**src/rtl/fpu_cp_pkg.sv**
```systemverilog
// Shared definitions for the FPU coprocessor issue unit: opcodes, instruction
// field positions, FSM state encoding and opcode classification helpers.
package fpu_cp_pkg;

    localparam logic [5:0] OP_NOP = 6'b000000;
    localparam logic [5:0] OP_ADD = 6'b110000;
    localparam logic [5:0] OP_SUB = 6'b110001;
    localparam logic [5:0] OP_MUL = 6'b110010;
    localparam logic [5:0] OP_DIV = 6'b110011;
    localparam logic [5:0] OP_CMP = 6'b110100;
    localparam logic [5:0] OP_REV = 6'b110101;
    localparam logic [5:0] OP_RND = 6'b110110;
    localparam logic [5:0] OP_LW  = 6'b110111;
    localparam logic [5:0] OP_SW  = 6'b111000;

    localparam int unsigned OPC_MSB  = 31;
    localparam int unsigned OPC_LSB  = 26;
    localparam int unsigned IN1_MSB  = 25;
    localparam int unsigned IN1_LSB  = 21;
    localparam int unsigned IN2_MSB  = 20;
    localparam int unsigned IN2_LSB  = 16;
    localparam int unsigned DEST_MSB = 15;
    localparam int unsigned DEST_LSB = 11;

    typedef enum logic [2:0] {
        ST_IDLE,
        ST_ISSUE,
        ST_WAIT,
        ST_CAPTURE,
        ST_RESP
    } state_t;

    function automatic logic is_legal(input logic [5:0] opc);
        return (opc >= OP_ADD) && (opc <= OP_SW);
    endfunction

    function automatic logic is_arith(input logic [5:0] opc);
        return (opc >= OP_ADD) && (opc <= OP_RND);
    endfunction

endpackage

```
**src/rtl/fpu_cp_decode.sv**
```systemverilog
// Combinational opcode classifier: legal coprocessor op, arithmetic, load, store.
module fpu_cp_decode
    import fpu_cp_pkg::*;
(
    input  logic [5:0] opcode,
    output logic       legal,
    output logic       arith,
    output logic       lw,
    output logic       sw
);

    always_comb begin
        legal = is_legal(opcode);
        arith = is_arith(opcode);
        lw    = (opcode == OP_LW);
        sw    = (opcode == OP_SW);
    end

endmodule

```
**src/rtl/fpu_cp_issue.sv**
```systemverilog
// CPU-side issue unit for the FPU coprocessor: accepts instruction words,
// presents each op for one coprocessor edge, and returns sw results to writeback.
module fpu_cp_issue
    import fpu_cp_pkg::*;
#(
    parameter int unsigned OP_LATENCY = 1
) (
    input  logic        clk,
    input  logic        rst,
    input  logic        instr_valid,
    output logic        instr_ready,
    input  logic [31:0] instr,
    input  logic [31:0] instr_data,
    output logic [5:0]  cp_opcode,
    output logic [4:0]  cp_addr_in1,
    output logic [4:0]  cp_addr_in2,
    output logic [4:0]  cp_addr_dest,
    output logic [31:0] cp_indata,
    input  logic [31:0] cp_outdata,
    output logic        wb_valid,
    output logic [31:0] wb_data,
    input  logic        wb_ready,
    output logic        illegal
);

    localparam int unsigned CNT_W   = $clog2(OP_LATENCY + 1);
    localparam logic        LONG_OP = (OP_LATENCY > 1);

    state_t           state;
    state_t           iss_next;
    logic [CNT_W-1:0] cnt;
    logic             accept;
    logic             dec_legal;
    logic             dec_arith;
    logic             dec_lw;
    logic             dec_sw;
    logic             unused_instr_bits;

    fpu_cp_decode u_decode (
        .opcode (instr[OPC_MSB:OPC_LSB]),
        .legal  (dec_legal),
        .arith  (dec_arith),
        .lw     (dec_lw),
        .sw     (dec_sw)
    );

    always_comb begin
        instr_ready       = (state == ST_IDLE);
        accept            = instr_valid && instr_ready;
        unused_instr_bits = ^instr[DEST_LSB-1:0];
    end

    // The post-ISSUE destination is resolved at accept time so ISSUE needs no decode.
    always_ff @(posedge clk or posedge rst) begin
        if (rst) begin
            state        <= ST_IDLE;
            iss_next     <= ST_IDLE;
            cnt          <= '0;
            cp_opcode    <= OP_NOP;
            cp_addr_in1  <= '0;
            cp_addr_in2  <= '0;
            cp_addr_dest <= '0;
            cp_indata    <= '0;
            wb_valid     <= 1'b0;
            wb_data      <= '0;
            illegal      <= 1'b0;
        end else begin
            illegal <= 1'b0;
            unique case (state)
                ST_IDLE: begin
                    if (accept) begin
                        if (dec_legal) begin
                            cp_opcode    <= instr[OPC_MSB:OPC_LSB];
                            cp_addr_in1  <= instr[IN1_MSB:IN1_LSB];
                            cp_addr_in2  <= instr[IN2_MSB:IN2_LSB];
                            cp_addr_dest <= instr[DEST_MSB:DEST_LSB];
                            cp_indata    <= instr_data;
                            if (dec_sw)
                                iss_next <= ST_CAPTURE;
                            else if (dec_lw)
                                iss_next <= ST_IDLE;
                            else if (dec_arith && LONG_OP)
                                iss_next <= ST_WAIT;
                            else
                                iss_next <= ST_IDLE;
                            state <= ST_ISSUE;
                        end else begin
                            illegal <= 1'b1;
                        end
                    end
                end
                ST_ISSUE: begin
                    cp_opcode <= OP_NOP;
                    state     <= iss_next;
                    if (iss_next == ST_WAIT)
                        cnt <= CNT_W'(OP_LATENCY - 1);
                end
                ST_WAIT: begin
                    if (cnt <= CNT_W'(1)) begin
                        cnt   <= '0;
                        state <= ST_IDLE;
                    end else begin
                        cnt <= cnt - CNT_W'(1);
                    end
                end
                ST_CAPTURE: begin
                    wb_data  <= cp_outdata;
                    wb_valid <= 1'b1;
                    state    <= ST_RESP;
                end
                ST_RESP: begin
                    if (wb_ready) begin
                        wb_valid <= 1'b0;
                        state    <= ST_IDLE;
                    end
                end
                default: state <= ST_IDLE;
            endcase
        end
    end

endmodule

```
**config.mk**
```make
export PLATFORM = sky130hd
export DESIGN_NAME = fpu_cp_issue
export DESIGN_NICKNAME = d
export VERILOG_FILES = /design/src/rtl/fpu_cp_pkg.sv /design/src/rtl/fpu_cp_decode.sv /design/src/rtl/fpu_cp_issue.sv
export SDC_FILE = /design/constraint.sdc
export NUM_CORES = 1
export LEC_CHECK = 0
export BUFFER_PORTS_ARGS = -buffer_cell sky130_fd_sc_hd__buf_2
export CAP_MARGIN = 10
export CORE_MARGIN = 5
export CORE_UTILIZATION = 35
export DETAILED_ROUTE_END_ITERATION = 8
export PLACE_DENSITY = 0.7
export SETUP_SLACK_MARGIN = 0.2
export SYNTH_ARGS = -nofsm -noshare
export SYNTH_HDL_FRONTEND = slang
export SYNTH_SLANG_ARGS = --single-unit
```
**constraint.sdc**
```tcl
create_clock -name clk -period 8.4 [get_ports clk]
set_input_delay 2.1 -clock clk [delete_from_list [all_inputs] [get_ports clk]]
set_output_delay 2.1 -clock clk [all_outputs]
set_load 0.01 [all_outputs]
```
**Yosys cells after proc, flatten, opt, wreduce, memory -nomap -nowiden**

Cells that the tools add are included.

- Equal/unequal tests: 11
- Muxes and demuxes: 17
- $add $sub $neg: 1
- Order comparisons: 3
- Reduce and logical (&&, ||, !) cells: 11

Operators by type and width:

| operator | number |
|---|---|
| $pmux 3 s5 | 1 |
| $mux 3 | 4 |
| $mux 6 | 2 |
| $pmux 6 s2 | 1 |
| $eq 3x2->1 const B | 3 |
| $eq 6x6->1 const B | 1 |
| $ge 6x6->1 const B | 1 |
| $le 6x6->1 const B | 1 |
| $mux 1 | 6 |
| $ne 2x2->1 const B | 3 |
| $reduce_and 3->1 | 2 |
| $reduce_bool 2->1 | 3 |
| $ne 2x1->1 const B | 2 |
| $pmux 1 s2 | 2 |
| $reduce_and 2->1 | 2 |
| $reduce_and 4->1 | 1 |
| $eq 3x1->1 const B | 1 |
| $eq 3x3->1 const B | 1 |
| $logic_not 3->1 | 1 |
| $logic_and 1x1->1 | 2 |
| $mux 2 | 1 |
| $le 1x1->1 const B | 1 |
| $sub 1x1->1 const B | 1 |

- Register bits after elaboration: 94
- Word-level logic and storage cells: 54
- Output and inout port bits: 88

**Logic depth before layout (Yosys ltp)**

- Word-level depth: 5
- Mapped depth: 5
- Mapped depth without buffers: 3

**By module**

Synthesis repeated with hierarchy kept, for this count alone.

- Cells, all modules: 213
- Area total of the unflattened synthesis: 3,687.3 um2

Modules (own cells, without submodules):

| module | times used | area each (um2) | cells each |
|---|---|---|---|
| fpu_cp_issue | 1 | 3,642.2 | 205 |
| fpu_cp_decode | 1 | 45.0 | 8 |

**Worst setup path before layout**

No wires, ideal clock.

- Kind: input-to-reg
- Start point: in instr_valid
- End point: reg cp_addr_dest[0]
- Cell stages on the path: 5
- Path slack: 4.902 ns
- Arrival time: 3.371 ns
- Setup time: 0.127 ns
- Required time: 8.273 ns
- Cell sequence: or4b_4 > nor3b_2 > buf_4 > buf_8 > mux2_1

- Longest elaborated chain between the ends: 2

RTL lines:

| what | line | RTL |
|---|---|---|
| start: declaration | fpu_cp_issue.sv:10 | `input logic instr_valid,` |
| $logic_and 1x1->1 | fpu_cp_issue.sv:49 | `accept = instr_valid && instr_ready;` |
| $reduce_and 3->1 (no source line) | - |  |
| end signal: assignment | fpu_cp_issue.sv:76 | `cp_addr_dest <= instr[DEST_MSB:DEST_LSB];` |
| end: declaration | fpu_cp_issue.sv:17 | `output logic [4:0] cp_addr_dest,` |

Every way passes these cells.
A chain may end at the register's enable or synchronous reset.

**Worst setup path in the final report**

- Start point: in instr_valid
- End point: reg cp_addr_dest[2]

Same word-level chain as after synthesis.

==> flow_summary.ini <==
[outcome]
status = finished clean

[clock_network]
cts.sinks = 91
cts_tree = yes
clk_latency_ns = 0.35
cts_setup_buffers = 0
cts_hold_buf = 0
clk_transition_reported_paths_ns = 0.08
clock-root-buffer = clkbuf_8
cts_buffer_depth = 2
cts-resized-gates = 0
htreeDepth = 3
numCtsBuffers = 9

[drt]
vias = 2375
drt-initial-drc-count = 72
routed_wl_mm = 7.69
post_drt_wl_per_cell_um = 14.6
firstDrtPassIters = 4
final_antenna_net_count = 0
route.detailed.drc = 0
viasPerCell = 4.51

[timing]
finalWorstPathRequiredPeriod_ns = 3.81
fmax_mhz = 262
slew_violations = 0
relSlewSlack_pct = 58.4
setup_viol = 0
worst_pin_slew_ns = 0.624
fin_tns_setup_ns = 0
finClkSkew_ns = 0.00634
period_share_pct = 45.4
rsz0062_at_grt = false
hold_viol_final = 0

[floorplanning]
rows = 36
dieArea_um2 = 11900
die_w_um = 109
die_h_um = 109
initial_core_util_pct = 35.6
core_area_um2 = 9680
io_pins = 188

[setup_path]
worst_setup_path_start_kind = input port
criticalPathCategory = in -> reg
worst_setup_path_end_kind = register
cp.arrival_ns = 4.05
cp_data_required_time_ns = 8.64
critical_path.max_fanout = 49

[synthesis]
synth-adder-area-share_pct = 0
yosys.area_share.simple_pct = 3.05
netlist-cell-type-count = 25
syn_area_per_cell_um2 = 16.7
synth_seq_cells = 91
yosysWarnings = 0
synth_compound_area_share_pct = 2.43
synth_xor_area_share_pct = 0
synth_nets = 307
dominantRegCellSynth = dfrtp_1
synth_top_family_by_area = multiplexers
seq_area_frac_synth_pct = 66.0
synth_cells = 207
synth_edf_count = 0
ys_async_sr_fraction_pct = 100
netlist_area_um2 = 3450
synth_mux_area_share_pct = 25.8

[grt]
gr-total-overflow = 0
grt_usage_pct = 12.9
grt_pass1_vias = 2464
busiest_layer = met2
antenna_found_initial = 0
grt_max_degree = 92
grt_pass1_wl_mm = 11.9
grt_use_met3_pct = 4.32
grt_use_met1_pct = 14.8
use_met2_pct = 21.4

[cells_and_area]
area_growth_pct = 35.0
final_cell_mix = buf_2, dfrtp_1, mux2_1
nNetsFinal = 489
seq_area_um2 = 2280
nFillCells = 880
n_antenna_cell = 0
drive_gt1_share_pct = 60.4
multi_input_area_um2 = 1080
final_area_um2 = 4660
layout_commonest_cell = buf_2
fin_util_pct = 48.1

[power_and_ir_drop]
internal-power_uw = 813
p_leak_nw = 2.34
ir_worst_vdd_mv = 0.0801
p_clk_share_pct = 25.5
swShare_pct = 28.2
power.switching_uw = 320
comb_power_share_pct = 23.8
pwr-share-seq_pct = 50.7
power-per-cell-area_nw_per_um2 = 243

[placement]
port_buffers = 176
hpwl_mm = 5.74
gp_congestion = 0.677
placed_area_um2 = 4440

[worst_hold_path]
hp-class = reg -> reg

[flow_run]
max-cap-violations = 0
## registers in the layout, summed over array words and instances (netlist names)
| register | cells |
|---|---|
| cp_addr_in2 | 5 |
| wb_data | 32 |
| cp_addr_in1 | 5 |
| cp_indata | 32 |
| iss_next | 1 |
| wb_valid | 1 |
| cp_addr_dest | 5 |
| cp_opcode | 6 |
| illegal | 1 |
| state | 3 |
## logic make-up after synthesis
kind of cell	Yosys count
multiplexers	79
AO/OA/AOI/OAI	10
AND/OR/NAND/NOR	17
buffers and inverters	10
flip-flops	91
## metrics by stage
step                      hold WS, ns  cells  power [mW]  setup WS (ns)
final                           0.483    527        1.13           4.59
after global routing            0.506    527        1.21           4.48
after CTS                       0.489    526        1.15           4.60
after floorplan                 0.462    207       0.720           3.94
after detailed placement        0.469    510       0.859           4.22
after global placement          0.462    510       0.849           4.26
## routing by layer
metal / routed length (µm) / vias up / part of all wire, %
met5: 0 / - / 0
li1: - / 1106 / -
met2: 3750 / 105 / 49
met1: 2980 / 1153 / 39
met4: 145 / 0 / 1.9
met3: 812 / 11 / 11
## final timing paths
path                               start         endpoint  slack (ns)  depth (start not counted)
max                          instr_valid  cp_addr_dest[2]        4.59                          5
min                        cp_indata[22]    cp_indata[22]        0.48                          1
max reg2reg                     state[0]  cp_addr_dest[2]        5.89                          4
min reg2reg                cp_indata[22]    cp_indata[22]        0.48                          1
max in group asynchronous            rst     cp_indata[4]        5.91                          4
min in group asynchronous            rst    cp_indata[23]        1.86                          3
## synth_stat cells, types with 2 or more instances
cell	number	area, µm²
a32o_1	4	40.0
and3_1	2	12.5
buf_1	3	11.3
buf_8	4	60.1
dfrtp_1	91	2280
mux2_1	42	473
mux2_2	37	417
nand2_1	4	15.0
nor2_1	3	11.3
o21a_1	2	15.0
## cell type report
class                   count  share of cell area (%)
inverters                   1                   0.107
well taps                 133                    3.57
flip-flops and latches     91                    48.9
repair buffers            180                    20.0
clock inverters             6                    1.18
multi-input cells         106                    23.3
clock buffers              10                    2.96
## critical path: stages
cell,delay [ns]
buf_2,0.10
or4b_4,0.49
nor3b_4,0.34
buf_4,0.57
mux2_2,0.40
## power by group through the flow
stage / registers [mW] / logic [mW] / clock network (mW)
CTS: 0.576 / 0.275 / 0.304
global route: 0.588 / 0.298 / 0.325
floorplan: 0.630 / 0.0900 / 0
detailed placement: 0.585 / 0.274 / 0
global placement: 0.579 / 0.270 / 0
finish: 0.574 / 0.269 / 0.289
Note: power is estimated with default switching activity, not from simulation.
